## src/rtl/square_game_pkg.sv

```systemverilog
// square_game_pkg: shared screen/box constants, LFSR seed and taps, the
// physics FSM state type and a box-overlap helper for the square game.
package square_game_pkg;

    localparam int unsigned SCREEN_W        = 640;
    localparam int unsigned SCREEN_H        = 480;
    localparam int unsigned PLAYER_HALF_DEF = 25;
    localparam int unsigned TARGET_HALF_DEF = 30;
    localparam int unsigned DEADZONE_DEF    = 16;
    localparam int unsigned SHIFT_DEF       = 6;
    localparam int unsigned VMAX_DEF        = 8;
    localparam int unsigned MAX_TRIES_DEF   = 16;

    localparam int unsigned COORD_W = 12;
    localparam int unsigned LFSR_W  = 16;

    // Power-on player and target centres.
    localparam int unsigned PLAYER_X0 = 320;
    localparam int unsigned PLAYER_Y0 = 240;
    localparam int unsigned TARGET_X0 = 480;
    localparam int unsigned TARGET_Y0 = 120;

    // Fibonacci taps 16,14,13,11 map to bits 15,13,12,10.
    localparam logic [LFSR_W-1:0] LFSR_SEED = 16'hACE1;
    localparam logic [LFSR_W-1:0] LFSR_TAPS = 16'hB400;

    typedef logic signed [COORD_W-1:0] coord_t;

    typedef enum logic [2:0] {
        IDLE,
        VEL,
        POS,
        HIT,
        RELOC,
        COMMIT
    } phys_state_e;

    // True when two centres are closer than reach on both axes.
    function automatic logic boxes_overlap(input coord_t ax, input coord_t ay,
                                           input coord_t bx, input coord_t by,
                                           input coord_t reach);
        logic signed [COORD_W:0] dx;
        logic signed [COORD_W:0] dy;
        logic signed [COORD_W:0] r;
        dx = (COORD_W+1)'(ax) - (COORD_W+1)'(bx);
        dy = (COORD_W+1)'(ay) - (COORD_W+1)'(by);
        r  = (COORD_W+1)'(reach);
        if (dx < 13'sd0) dx = -dx;
        if (dy < 13'sd0) dy = -dy;
        return (dx < r) && (dy < r);
    endfunction

endpackage

```

## src/rtl/target_lfsr.sv

```systemverilog
// target_lfsr: 16-bit Fibonacci LFSR used to draw target relocation candidates.
//   clk, rst   : clock, asynchronous active-high reset (loads LFSR_SEED)
//   advance    : step the register this cycle
//   value      : current LFSR contents (never all-zero)
module target_lfsr
    import square_game_pkg::*;
(
    input  logic              clk,
    input  logic              rst,
    input  logic              advance,
    output logic [LFSR_W-1:0] value
);

    logic [LFSR_W-1:0] lfsr_q;
    logic [LFSR_W-1:0] lfsr_d;

    always_comb begin
        lfsr_d = lfsr_q;
        if (advance) lfsr_d = {lfsr_q[LFSR_W-2:0], ^(lfsr_q & LFSR_TAPS)};
    end

    always_ff @(posedge clk or posedge rst) begin
        if (rst) lfsr_q <= LFSR_SEED;
        else     lfsr_q <= lfsr_d;
    end

    assign value = lfsr_q;

endmodule

```

## src/rtl/game_physics.sv

```systemverilog
// game_physics: once-per-frame player integrator, hit detector and target
// relocator feeding the VGA controller.
//   clk_25mHz, reset      : clock, asynchronous active-high reset
//   screenEnd             : frame-boundary level; its rising edge starts an update
//   accel_valid           : strobe qualifying accel_raw_x / accel_raw_y
//   accel_raw_x/_y        : signed 12-bit raw accelerometer samples
//   accel_x/_y            : player centre (zero-extended), updated in COMMIT
//   target_x/_y           : target centre (zero-extended), updated in COMMIT
//   score                 : saturating hit counter
//   hit                   : one-cycle pulse per detected hit
module game_physics
    import square_game_pkg::*;
#(
    parameter int unsigned WIDTH       = SCREEN_W,
    parameter int unsigned HEIGHT      = SCREEN_H,
    parameter int unsigned PLAYER_HALF = PLAYER_HALF_DEF,
    parameter int unsigned TARGET_HALF = TARGET_HALF_DEF,
    parameter int unsigned DEADZONE    = DEADZONE_DEF,
    parameter int unsigned SHIFT       = SHIFT_DEF,
    parameter int unsigned VMAX        = VMAX_DEF,
    parameter int unsigned MAX_TRIES   = MAX_TRIES_DEF
)(
    input  logic                clk_25mHz,
    input  logic                reset,
    input  logic                screenEnd,
    input  logic                accel_valid,
    input  logic [COORD_W-1:0]  accel_raw_x,
    input  logic [COORD_W-1:0]  accel_raw_y,
    output logic [31:0]         accel_x,
    output logic [31:0]         accel_y,
    output logic [31:0]         target_x,
    output logic [31:0]         target_y,
    output logic [15:0]         score,
    output logic                hit
);

    localparam int unsigned TRY_W = $clog2(MAX_TRIES + 1);

    localparam coord_t P_X_LO = COORD_W'(PLAYER_HALF);
    localparam coord_t P_X_HI = COORD_W'(WIDTH - 1 - PLAYER_HALF);
    localparam coord_t P_Y_LO = COORD_W'(PLAYER_HALF);
    localparam coord_t P_Y_HI = COORD_W'(HEIGHT - 1 - PLAYER_HALF);
    localparam coord_t T_X_LO = COORD_W'(TARGET_HALF);
    localparam coord_t T_X_HI = COORD_W'(WIDTH - 1 - TARGET_HALF);
    localparam coord_t T_Y_LO = COORD_W'(TARGET_HALF);
    localparam coord_t T_Y_HI = COORD_W'(HEIGHT - 1 - TARGET_HALF);
    localparam coord_t X_MID  = COORD_W'(WIDTH / 2);
    localparam coord_t Y_MID  = COORD_W'(HEIGHT / 2);
    localparam coord_t REACH  = COORD_W'(PLAYER_HALF + TARGET_HALF);
    localparam coord_t DZ     = COORD_W'(DEADZONE);
    localparam coord_t VLIM   = COORD_W'(VMAX);

    // Per-axis velocity update: decay inside the deadzone, else integrate and clamp.
    function automatic coord_t vel_step(input coord_t v, input coord_t a);
        coord_t nv;
        if (a >= -DZ && a <= DZ) begin
            if (v > 12'sd0)      nv = v - 12'sd1;
            else if (v < 12'sd0) nv = v + 12'sd1;
            else                 nv = v;
        end else begin
            nv = v + (a >>> SHIFT);
            if (nv > VLIM)       nv = VLIM;
            else if (nv < -VLIM) nv = -VLIM;
        end
        return nv;
    endfunction

    // Per-axis position update with wall clamp; reports whether it clamped.
    function automatic void pos_step(input coord_t p, input coord_t v,
                                     input coord_t lo, input coord_t hi,
                                     output coord_t np, output logic clamped);
        coord_t sum;
        sum     = p + v;
        np      = sum;
        clamped = 1'b0;
        if (sum < lo) begin
            np      = lo;
            clamped = 1'b1;
        end else if (sum > hi) begin
            np      = hi;
            clamped = 1'b1;
        end
    endfunction

    phys_state_e       state_q, state_d;
    logic              se_q, se_d;
    coord_t            hold_x_q, hold_x_d, hold_y_q, hold_y_d;
    coord_t            ax_q, ax_d, ay_q, ay_d;
    coord_t            vx_q, vx_d, vy_q, vy_d;
    coord_t            px_q, px_d, py_q, py_d;
    coord_t            tx_q, tx_d, ty_q, ty_d;
    coord_t            out_px_q, out_px_d, out_py_q, out_py_d;
    coord_t            out_tx_q, out_tx_d, out_ty_q, out_ty_d;
    logic [15:0]       score_q, score_d;
    logic              hit_q, hit_d;
    logic [TRY_W-1:0]  tries_q, tries_d;

    logic [LFSR_W-1:0] lfsr_val;
    logic              tick;
    coord_t            vx_nxt, vy_nxt, px_nxt, py_nxt;
    logic              clamp_x, clamp_y;
    logic              overlap_now;
    coord_t            cand_x, cand_y, fb_x, fb_y;
    logic              cand_ok;

    target_lfsr u_lfsr (
        .clk     (clk_25mHz),
        .rst     (reset),
        .advance (1'b1),
        .value   (lfsr_val)
    );

    // Datapath candidates; the FSM below decides which ones are loaded.
    always_comb begin
        vx_nxt = vel_step(vx_q, ax_q);
        vy_nxt = vel_step(vy_q, ay_q);
        pos_step(px_q, vx_q, P_X_LO, P_X_HI, px_nxt, clamp_x);
        pos_step(py_q, vy_q, P_Y_LO, P_Y_HI, py_nxt, clamp_y);
        overlap_now = boxes_overlap(px_q, py_q, tx_q, ty_q, REACH);
        cand_x  = {2'b00, lfsr_val[9:0]};
        cand_y  = {3'b000, lfsr_val[15:7]};
        cand_ok = (cand_x >= T_X_LO) && (cand_x <= T_X_HI) &&
                  (cand_y >= T_Y_LO) && (cand_y <= T_Y_HI) &&
                  !boxes_overlap(px_q, py_q, cand_x, cand_y, REACH);
        fb_x = (px_q < X_MID) ? T_X_HI : T_X_LO;
        fb_y = (py_q < Y_MID) ? T_Y_HI : T_Y_LO;
    end

    assign tick = screenEnd & ~se_q;

    // Next-state and register updates for the per-frame update sequence.
    always_comb begin
        state_d  = state_q;
        se_d     = screenEnd;
        hold_x_d = hold_x_q;
        hold_y_d = hold_y_q;
        ax_d     = ax_q;
        ay_d     = ay_q;
        vx_d     = vx_q;
        vy_d     = vy_q;
        px_d     = px_q;
        py_d     = py_q;
        tx_d     = tx_q;
        ty_d     = ty_q;
        out_px_d = out_px_q;
        out_py_d = out_py_q;
        out_tx_d = out_tx_q;
        out_ty_d = out_ty_q;
        score_d  = score_q;
        hit_d    = 1'b0;
        tries_d  = tries_q;

        if (accel_valid) begin
            hold_x_d = accel_raw_x;
            hold_y_d = accel_raw_y;
        end

        unique case (state_q)
            IDLE: begin
                // Snapshot through hold_*_d so a same-cycle sample is taken.
                if (tick) begin
                    ax_d    = hold_x_d;
                    ay_d    = hold_y_d;
                    state_d = VEL;
                end
            end
            VEL: begin
                vx_d    = vx_nxt;
                vy_d    = vy_nxt;
                state_d = POS;
            end
            POS: begin
                px_d = px_nxt;
                py_d = py_nxt;
                if (clamp_x) vx_d = '0;
                if (clamp_y) vy_d = '0;
                state_d = HIT;
            end
            HIT: begin
                if (overlap_now) begin
                    hit_d   = 1'b1;
                    score_d = (score_q == 16'hFFFF) ? score_q : score_q + 16'd1;
                    tries_d = '0;
                    state_d = RELOC;
                end else begin
                    state_d = COMMIT;
                end
            end
            RELOC: begin
                if (tries_q == TRY_W'(MAX_TRIES)) begin
                    tx_d    = fb_x;
                    ty_d    = fb_y;
                    state_d = COMMIT;
                end else if (cand_ok) begin
                    tx_d    = cand_x;
                    ty_d    = cand_y;
                    state_d = COMMIT;
                end else begin
                    tries_d = tries_q + TRY_W'(1);
                end
            end
            COMMIT: begin
                out_px_d = px_q;
                out_py_d = py_q;
                out_tx_d = tx_q;
                out_ty_d = ty_q;
                state_d  = IDLE;
            end
            default: state_d = IDLE;
        endcase
    end

    // se_q resets high so a level already high at release is not a tick.
    always_ff @(posedge clk_25mHz or posedge reset) begin
        if (reset) begin
            state_q  <= IDLE;
            se_q     <= 1'b1;
            hold_x_q <= '0;
            hold_y_q <= '0;
            ax_q     <= '0;
            ay_q     <= '0;
            vx_q     <= '0;
            vy_q     <= '0;
            px_q     <= COORD_W'(PLAYER_X0);
            py_q     <= COORD_W'(PLAYER_Y0);
            tx_q     <= COORD_W'(TARGET_X0);
            ty_q     <= COORD_W'(TARGET_Y0);
            out_px_q <= COORD_W'(PLAYER_X0);
            out_py_q <= COORD_W'(PLAYER_Y0);
            out_tx_q <= COORD_W'(TARGET_X0);
            out_ty_q <= COORD_W'(TARGET_Y0);
            score_q  <= '0;
            hit_q    <= 1'b0;
            tries_q  <= '0;
        end else begin
            state_q  <= state_d;
            se_q     <= se_d;
            hold_x_q <= hold_x_d;
            hold_y_q <= hold_y_d;
            ax_q     <= ax_d;
            ay_q     <= ay_d;
            vx_q     <= vx_d;
            vy_q     <= vy_d;
            px_q     <= px_d;
            py_q     <= py_d;
            tx_q     <= tx_d;
            ty_q     <= ty_d;
            out_px_q <= out_px_d;
            out_py_q <= out_py_d;
            out_tx_q <= out_tx_d;
            out_ty_q <= out_ty_d;
            score_q  <= score_d;
            hit_q    <= hit_d;
            tries_q  <= tries_d;
        end
    end

    assign accel_x  = {20'd0, out_px_q};
    assign accel_y  = {20'd0, out_py_q};
    assign target_x = {20'd0, out_tx_q};
    assign target_y = {20'd0, out_ty_q};
    assign score    = score_q;
    assign hit      = hit_q;

endmodule

```

## config.mk

```make
export PLATFORM = sky130hd
export DESIGN_NAME = game_physics
export DESIGN_NICKNAME = d
export VERILOG_FILES = /design/src/rtl/square_game_pkg.sv /design/src/rtl/target_lfsr.sv /design/src/rtl/game_physics.sv
export SDC_FILE = /design/constraint.sdc
export NUM_CORES = 1
export LEC_CHECK = 0
export CORE_MARGIN = 1.5
export CORE_UTILIZATION = 61
export DETAILED_ROUTE_END_ITERATION = 10
export DONT_BUFFER_PORTS = 1
export HOLD_SLACK_MARGIN = 0.03
export PLACE_DENSITY = 0.77
export SYNTH_ARGS = -nofsm -noshare
export SYNTH_HDL_FRONTEND = slang
export SYNTH_SLANG_ARGS = --single-unit
```

## constraint.sdc

```tcl
create_clock -name clk_25mHz -period 7.65 [get_ports clk_25mHz]
set_clock_uncertainty 0.05 [all_clocks]
set_input_delay 0.3825 -clock clk_25mHz [delete_from_list [all_inputs] [get_ports clk_25mHz]]
set_output_delay 0.3825 -clock clk_25mHz [all_outputs]
set_load 0.01 [all_outputs]
```

==> results of run 1 <==
[worst register-to-register path, stage by stage (launching register included)]
cell                       delay, ns
sky130_fd_sc_hd__dfstp_2        0.61
sky130_fd_sc_hd__ha_1           0.18
sky130_fd_sc_hd__inv_1          0.05
sky130_fd_sc_hd__fa_1           0.39
sky130_fd_sc_hd__xnor2_1        0.47
sky130_fd_sc_hd__nand3_1        0.19
sky130_fd_sc_hd__or4b_1         0.55
sky130_fd_sc_hd__nand3_1        0.08
sky130_fd_sc_hd__a2bb2o_1       0.28
sky130_fd_sc_hd__a31oi_1        0.21
sky130_fd_sc_hd__o21a_1         0.18
sky130_fd_sc_hd__a41oi_4        0.24
sky130_fd_sc_hd__o21ai_2        0.89
sky130_fd_sc_hd__mux2_2         0.43
[final timing paths]
check / start / to / slack (ns) / cells past startpoint
worst max-delay path: u_lfsr.value[7]$_DFF_PP1_ / tx_q[0]$_DFFE_PP0P_ / 2.74 / 13
worst min-delay path: accel_raw_y[9] / hold_y_q[9]$_DFF_PP0_ / 0.05 / 1
worst max register to register: u_lfsr.value[7]$_DFF_PP1_ / tx_q[0]$_DFFE_PP0P_ / 2.74 / 13
worst min register to register: u_lfsr.value[5]$_DFF_PP1_ / u_lfsr.value[6]$_DFF_PP1_ / 0.32 / 0
max in group asynchronous: reset / py_q[2]$_DFFE_PP0N_ / 5.51 / 3
min in group asynchronous: reset / ay_q[6]$_DFFE_PP0P_ / 0.58 / 2
[through the flow]
step           utilization (%)  area [sq um]  hold WS [ns]
2_1_floorplan                -         16000        0.3040
3_3_place_gp             61.96         15600        0.3041
3_5_place_dp             61.96         15600        0.3062
4_1_cts                  64.29         16190       0.04283
5_1_grt                  64.29         16190       0.05141
6_report                 64.29         16190       0.05019
[layer usage]
layer | share of wire [%] | track usage [%] | vias to the layer above
li1 | - | - | 6034
met1 | 44 | 38.16 | 6182
met2 | 48 | 47.40 | 440
met3 | 5.3 | 4.038 | 78
met4 | 2.9 | 9.675 | 0
met5 | 0 | 0 | -
[cell type report]
type                       instances  area share [%]
antenna                            1         0.01546
clock buffer                      18           2.651
clock inverter                    14          0.8346
inverter                          83           1.971
multi-input combinational       1368           60.29
sequential                       200           31.20
tap                              330           2.550
timing repair buffer              10          0.4946
[report_power, final]
| group | total [mW] | switching (mW) | internal, mW |
|---|---|---|---|
| Sequential | 1.74 | 0.415 | 1.33 |
| Combinational | 5.45 | 3.19 | 2.26 |
| Clock | 0.878 | 0.446 | 0.432 |
| Total | 8.07 | 4.05 | 4.02 |
[synth_stat cells (all sizes together), types with 10 or more instances]
| master | n | area [sq um] |
|---|---|---|
| dfrtp | 163 | 4079 |
| ha | 115 | 1439 |
| a21oi | 112 | 571.8 |
| nand2 | 110 | 412.9 |
| nor2 | 107 | 401.6 |
| buf | 104 | 758.2 |
| o21ai | 84 | 431.7 |
| inv | 82 | 307.8 |
| xnor2 | 78 | 690.7 |
| mux2 | 75 | 848.3 |
| nand3 | 47 | 240.2 |
| clkbuf | 38 | 142.6 |
| dfstp | 37 | 972.2 |
| nor3 | 37 | 190.2 |
| xor2 | 37 | 324.1 |
| a21o | 31 | 232.7 |
| a31oi | 25 | 156.4 |
| nor4 | 24 | 171.4 |
| and3 | 23 | 143.9 |
| nand4 | 23 | 143.9 |
| o31ai | 23 | 186.4 |
| o22ai | 21 | 131.4 |
| nand2b | 19 | 118.9 |
| o21a | 18 | 136.4 |
| and2 | 16 | 100.1 |
| nor2b | 15 | 93.84 |
| o21bai | 15 | 112.6 |
| or3 | 15 | 100.1 |
| mux2i | 14 | 140.1 |
| o211ai | 13 | 102.6 |
| o2bb2ai | 13 | 113.9 |
| or2 | 13 | 81.32 |
| a211oi | 10 | 75.07 |
| fa | 10 | 200.2 |
| nor3b | 10 | 80.07 |
[registers in the layout, indices dropped and copies added (netlist names), 9 cells and up]
signal	count
ax_q	12
ay_q	12
hold_x_q	12
hold_y_q	12
out_px_q	12
out_py_q	12
out_tx_q	10
out_ty_q	9
px_q	12
py_q	12
score	16
tx_q	10
ty_q	9
u_lfsr.value	16
vx_q	12
vy_q	12
[cell usage in the layout (no fill, tap or decap), types with 45 or more instances in the layout]
master and instances:
sky130_fd_sc_hd__o21ai_0 80, sky130_fd_sc_hd__a21oi_1 111, sky130_fd_sc_hd__xnor2_1 77, sky130_fd_sc_hd__ha_1 115, sky130_fd_sc_hd__mux2_2 73, sky130_fd_sc_hd__inv_1 81, sky130_fd_sc_hd__nand2_1 110, sky130_fd_sc_hd__dfrtp_1 163
sky130_fd_sc_hd__nor2_1 107, sky130_fd_sc_hd__conb_1 85, sky130_fd_sc_hd__nand3_1 45
[logic make-up after synthesis]
kind of cell    Yosys count  synth area share [%]
xor+xnor                115                 6.469
other cells               1               0.02391
buf+inv                 225                 7.730
flops                   200                 32.20
simple gates            489                 16.21
compound gates          465                 20.61
mux                      89                 6.302
fa+ha+maj               125                 10.45
[what timing repair did]
action | 4_1_cts | 5_1_grt
hold buffers | 2 | 0
setup endpoints to repair | 0 | 0
endpoints found under the hold margin | 123 | 0
resized for setup | 0 | 0
==> reports/qor.yml, run 1 <==
grt:
  grt_max_degree: 132
  grt_total_ovfl: 0
  grt_pass1_wl_um: 61090
  first_global_vias: 12100
  antenna_found_initial: 1
  total_routing_usage_reported_by_global_routing_pct: 28.53
cells_and_area:
  nets: 1833
  layout.filler_cells: 2070
  seq_area_sq_um: 5051
  final_layout_size_suffix_gt1_share_pct: 11.81
  syn_to_final_growth_pct: 3.223
  multi_input_area_sq_um: 9761
  instances_no_fill: 2024
synthesis:
  synth_sequential_area_ratio_pct: 32.20
  yosys.cell_types.count: 106
  ys_async_rst_share_pct: 100.0
  synth_warnings: 0
  mean_instance_size_in_the_synthesized_netlist_sq_um: 9.178
  ys_ff_latch: 200
  synth_edf_count: 0
  syn-instance-count: 1709
  synth_area_sq_um: 15690
  synth_ff_type: "sky130_fd_sc_hd__dfrtp_1"
floorplanning:
  die_h_um: 163.4
  placeableCoreArea_sq_um: 25180
  die_w_um: 163.4
  initial_utilization_pct: 62.29
  full_die_area_sq_um: 26680
  io_pins: 173
  core.rowCount: 58
sta:
  rsz0062_at_grt: "no"
  fin_setup_tns_ns: 0
  max_clock_freq_mhz: 203.5
  tightestPinTransition_ns: 1.292
  slew_violations: 0
  finalHoldViolCount: 0
  slew-limit-headroom_pct: 12.90
  setup_viol_count_final: 0
  timing.final.crit_share_pct: 64.22
  least_setup_slack_across_all_paths_after_layout_ns: 2.737
  layout_min_cycle_time_ns: 4.913
routing:
  dr_total_vias: 12730
  detailedRoute.firstPassIterationCount: 7
  drt_wl_total_um: 37580
  drc: 0
  post_drt_via_cell_ratio: 6.292
  wl_per_cell_um: 18.56
  drt_iter0_markers: 1001
  antenna_left: 0
clock_network:
  clkTransAtPathRegs_ns: 0.08
  cts-root-buf: "sky130_fd_sc_hd__clkbuf_16"
  cts_htree_levels: 4
  cts-buffers-inserted: 17
  numClockSinks: 200
  cts_tree: "done"
  post_cts_buffers: 0
  clock_insertion_delay_worst_skew_ns: 0.44
  maximum_root_to_sink_buffer_count: 2
worst_setup_path:
  crit_path_cell_trace: "ha_1 > inv_1 > fa_1 > xnor2_1 > nand3_1 > or4b_1 > nand3_1 > a2bb2o_1 > a31oi_1 > o21a_1 > a41oi_4 > o21ai_2 > mux2_2"
  cp_max_fo: 19
  critical_path.startpoint_type: "flip-flop"
  critical_path.top_delay_family: "compound AO/OA/AOI/OAI gates"
  worstSetupEndpointType: "flip-flop"
  worst-path-buf-inv: 1
  timing.critical_path.mode_cell: "sky130_fd_sc_hd__nand3_1"
  max_stage_delay_ns: 0.89
  critical_path_class: "flip-flop to flip-flop"
  worstPathRequired_ns: 7.93
  worst_ep_arrival_time_ns: 5.19
  worst_path_max_delay_cell: "sky130_fd_sc_hd__o21ai_2"
placed_design:
  place.gp.congestion: 0.9332
  place.detailed.instances: 1989
  dpl.hpwl_um: 28090
  placement.setup.worst_slack_ns: 2.819
  io_buffer_count: 0
power_and_ir_drop:
  power.static_leakage_nw: 7.084
  power.density_cell_area_nw_per_um2: 498.5
  total_power_mw: 8.070
  peak_vdd_ir_mv: 0.2482
job:
  cap_violations: 0
status:
  outcome: "finished, final reports clean"
hold_path:
  worst_hold_path_type: "primary input to flip-flop"
Note: power is estimated with default switching activity, not from simulation.
==> inputs of run 2 (changes only) <==
Clock period 7.65 ns to 4.9 ns, I/O delays scaled along.
==> run 2 against run 1 <==
Global-route usage increased by 1.6 points. Power increased by 59%. Clock power increased by 65%. Design area increased by 3.6%. Sequential share of layout area decreased by 1.1 points. Highest routed layer unchanged. Setup slack got worse by 2.4 ns. Largest cell class unchanged.
==> reports/qor.yml, run 2 (synthesis results as in run 1) <==
worst_setup_path:
  worst_setup_path_endpoint: "score[13]$_DFFE_PP0P_"
  worst_path_max_delay_cell: "sky130_fd_sc_hd__nor4_4"
  worstSetupEndpointType: "flip-flop"
  timing.reg2reg.setup_slack_ns: 0.39  # -2.35 ns
  reg2reg_to: "score[13]$_DFFE_PP0P_"
  crit_path_start: "px_q[1]$_DFFE_PP0N_"
  critical_path.top_delay_family: "simple AND/OR/NAND/NOR gates"
  worst_r2r_startpoint: "px_q[1]$_DFFE_PP0N_"
  timing.critical_path.mode_cell: "sky130_fd_sc_hd__nand4_1"
  worst_ep_arrival_time_ns: 4.79  # -0.40 ns
  cp_max_fo: 10  # -9
  critical_path_class: "flip-flop to flip-flop"
  max_stage_delay_ns: 0.72  # -0.17 ns
  crit_path_cell_trace: "inv_1 > fa_1 > and2b_1 > o31a_1 > o21a_2 > a2111oi_4 > nor3_1 > o21ai_0 > a221oi_2 > nand4_1 > nor4_4 > buf_4 > nand4_1 > xnor2_1"
  critical_path.startpoint_type: "flip-flop"
  worstPathRequired_ns: 5.18  # -2.75 ns
  reg2regPathDepth: 14  # +1
  worst-path-buf-inv: 2  # +1
  path_depth: 14  # +1
job:
  cap_violations: 0  # unchanged
cells_and_area:
  syn_to_final_growth_pct: 6.988
  final_layout_size_suffix_gt1_share_pct: 11.94  # +0.12 points
  antenna_cells: 0  # -1
  layout.cells.most_common_list: "sky130_fd_sc_hd__dfrtp_1 (163), sky130_fd_sc_hd__ha_1 (115), sky130_fd_sc_hd__a21oi_1 (111), sky130_fd_sc_hd__nand2_1 (110), sky130_fd_sc_hd__nor2_1 (107)"
  layout.cells.most_common: "sky130_fd_sc_hd__dfrtp_1"
  seq_area_sq_um: 5051  # unchanged
  post-route-util_pct: 66.64  # +2.3 points
  layout.filler_cells: 1984  # -4.2%
  nets: 1891  # +3.2%
  multi_input_area_sq_um: 9761  # unchanged
sta:
  fin_setup_tns_ns: 0  # unchanged
  slew_violations: 0  # unchanged
  layout_min_cycle_time_ns: 4.514  # -0.3994 ns
  setup_viol_count_final: 0  # unchanged
  max_clock_freq_mhz: 221.5  # +8.8%
  rsz0062_at_grt: "no"
  finalHoldViolCount: 0  # unchanged
  slew-limit-headroom_pct: 32.12  # +19 points
  timing.final.crit_share_pct: 92.12  # +28 points
  tightestPinTransition_ns: 1.018  # -0.2741 ns
clock_network:
  cts-root-buf: "sky130_fd_sc_hd__clkbuf_16"
  cts-buffers-inserted: 17  # unchanged
  cts_htree_levels: 4  # unchanged
  maximum_root_to_sink_buffer_count: 2  # unchanged
  cts_tree: "done"
  numClockSinks: 200  # unchanged
  clkTransAtPathRegs_ns: 0.08  # about the same
  clock_insertion_delay_worst_skew_ns: 0.45  # about the same
  post_cts_buffers: 0  # unchanged
routing:
  dr_total_vias: 13230  # +3.9%
  drc: 0  # unchanged
  detailedRoute.firstPassIterationCount: 6  # -1
  post_drt_via_cell_ratio: 6.359  # +1.1%
  wl_per_cell_um: 18.81  # +1.3%
  antenna_left: 0  # unchanged
  drt_wl_total_um: 39140  # +4.2%
  drt_iter0_markers: 1077  # +7.6%
grt:
  grt_total_ovfl: 0  # unchanged
  grt_busiest_layer: "met2"
  met3_usage_pct: 5.282  # +1.2 points
  first_global_vias: 12740  # +5.3%
  antenna_found_initial: 0  # -1
  use_met1_pct: 38.39  # +0.23 points
  grtUsageMet2_pct: 50.56  # +3.2 points
  total_routing_usage_reported_by_global_routing_pct: 30.13  # +1.6 points
  grt_max_degree: 176  # +33%
  grt_pass1_wl_um: 63880  # +4.6%
floorplanning:
  initial_utilization_pct: 62.29  # unchanged
  die_h_um: 163.4  # unchanged
  die_w_um: 163.4  # unchanged
  full_die_area_sq_um: 26680  # unchanged
  placeableCoreArea_sq_um: 25180  # unchanged
  core.rowCount: 58  # unchanged
  io_pins: 173  # unchanged
hold_path:
  worst_hold_path_type: "primary input to flip-flop"
  whs_path_depth: 2  # +1
  hold_start: "accel_valid"
power_and_ir_drop:
  power.static_leakage_nw: 7.353  # +3.8%
  peak_vdd_ir_mv: 0.3604  # +45%
  power.density_cell_area_nw_per_um2: 764.9  # +53%
status:
  outcome: "finished, final reports clean"
placed_design:
  place.gp.congestion: 0.9363  # +0.33%
  dpl.hpwl_um: 28040  # -0.19%
  io_buffer_count: 0  # unchanged
-- run 2: per-layer routing --
| metal | wire length, um | vias to the layer above | part of all wire (%) |
|---|---|---|---|
| li1 | - | 6180 | - |
| met1 | 16430 | 6476 | 42 |
| met2 | 19110 | 478 | 49 |
| met3 | 2323 | 99 | 5.9 |
| met4 | 1273 | 0 | 3.3 |
| met5 | 0 | - | 0 |
-- run 2: power breakdown --
group	internal [mW]	total, mW	switching [mW]
logic	3.61	8.69	5.08
registers	2.08	2.69	0.618
clock network	0.770	1.45	0.683
-- run 2: stage by stage --
stage	area [sq um]	cells	setup WS (ns)	total power [mW]	hold slack [ns]
finish	16780	2081	0.3863	12.84	0.05515
CTS	16780	2081	0.4260	12.62	0.03518
global placement	15690	1999	0.5796	10.81	0.1574
detailed placement	15690	1999	0.4293	11.06	0.1603
floorplan	16000	1793	0.9541	9.345	0.1995
global route	16780	2081	0.004775	13.88	0.05146
-- run 2: repair_timing --
action / 4_1_cts / 5_1_grt
endpoints found under the hold margin: 49 / 0
hold buffers: 50 / 0
gates resized for setup: 0 / 0
-- run 2: layout make-up --
type                       instances  area share, %
tap                              330          2.460
sequential                       200          30.10
clock buffer                      19          2.580
clock inverter                    13         0.9544
timing repair buffer              68          3.862
inverter                          83          1.879
multi-input combinational       1368          58.16
-- run 2: how the worst min path moves through the flow --
stage,endpoint
after global routing,ax_q[4]$_DFFE_PP0P_
after detailed placement,vy_q[8]$_DFFE_PP0P_
final,ax_q[0]$_DFFE_PP0P_
after CTS,ax_q[2]$_DFFE_PP0P_
after global placement,vy_q[7]$_DFFE_PP0P_
after floorplan,se_q$_DFF_PP1_
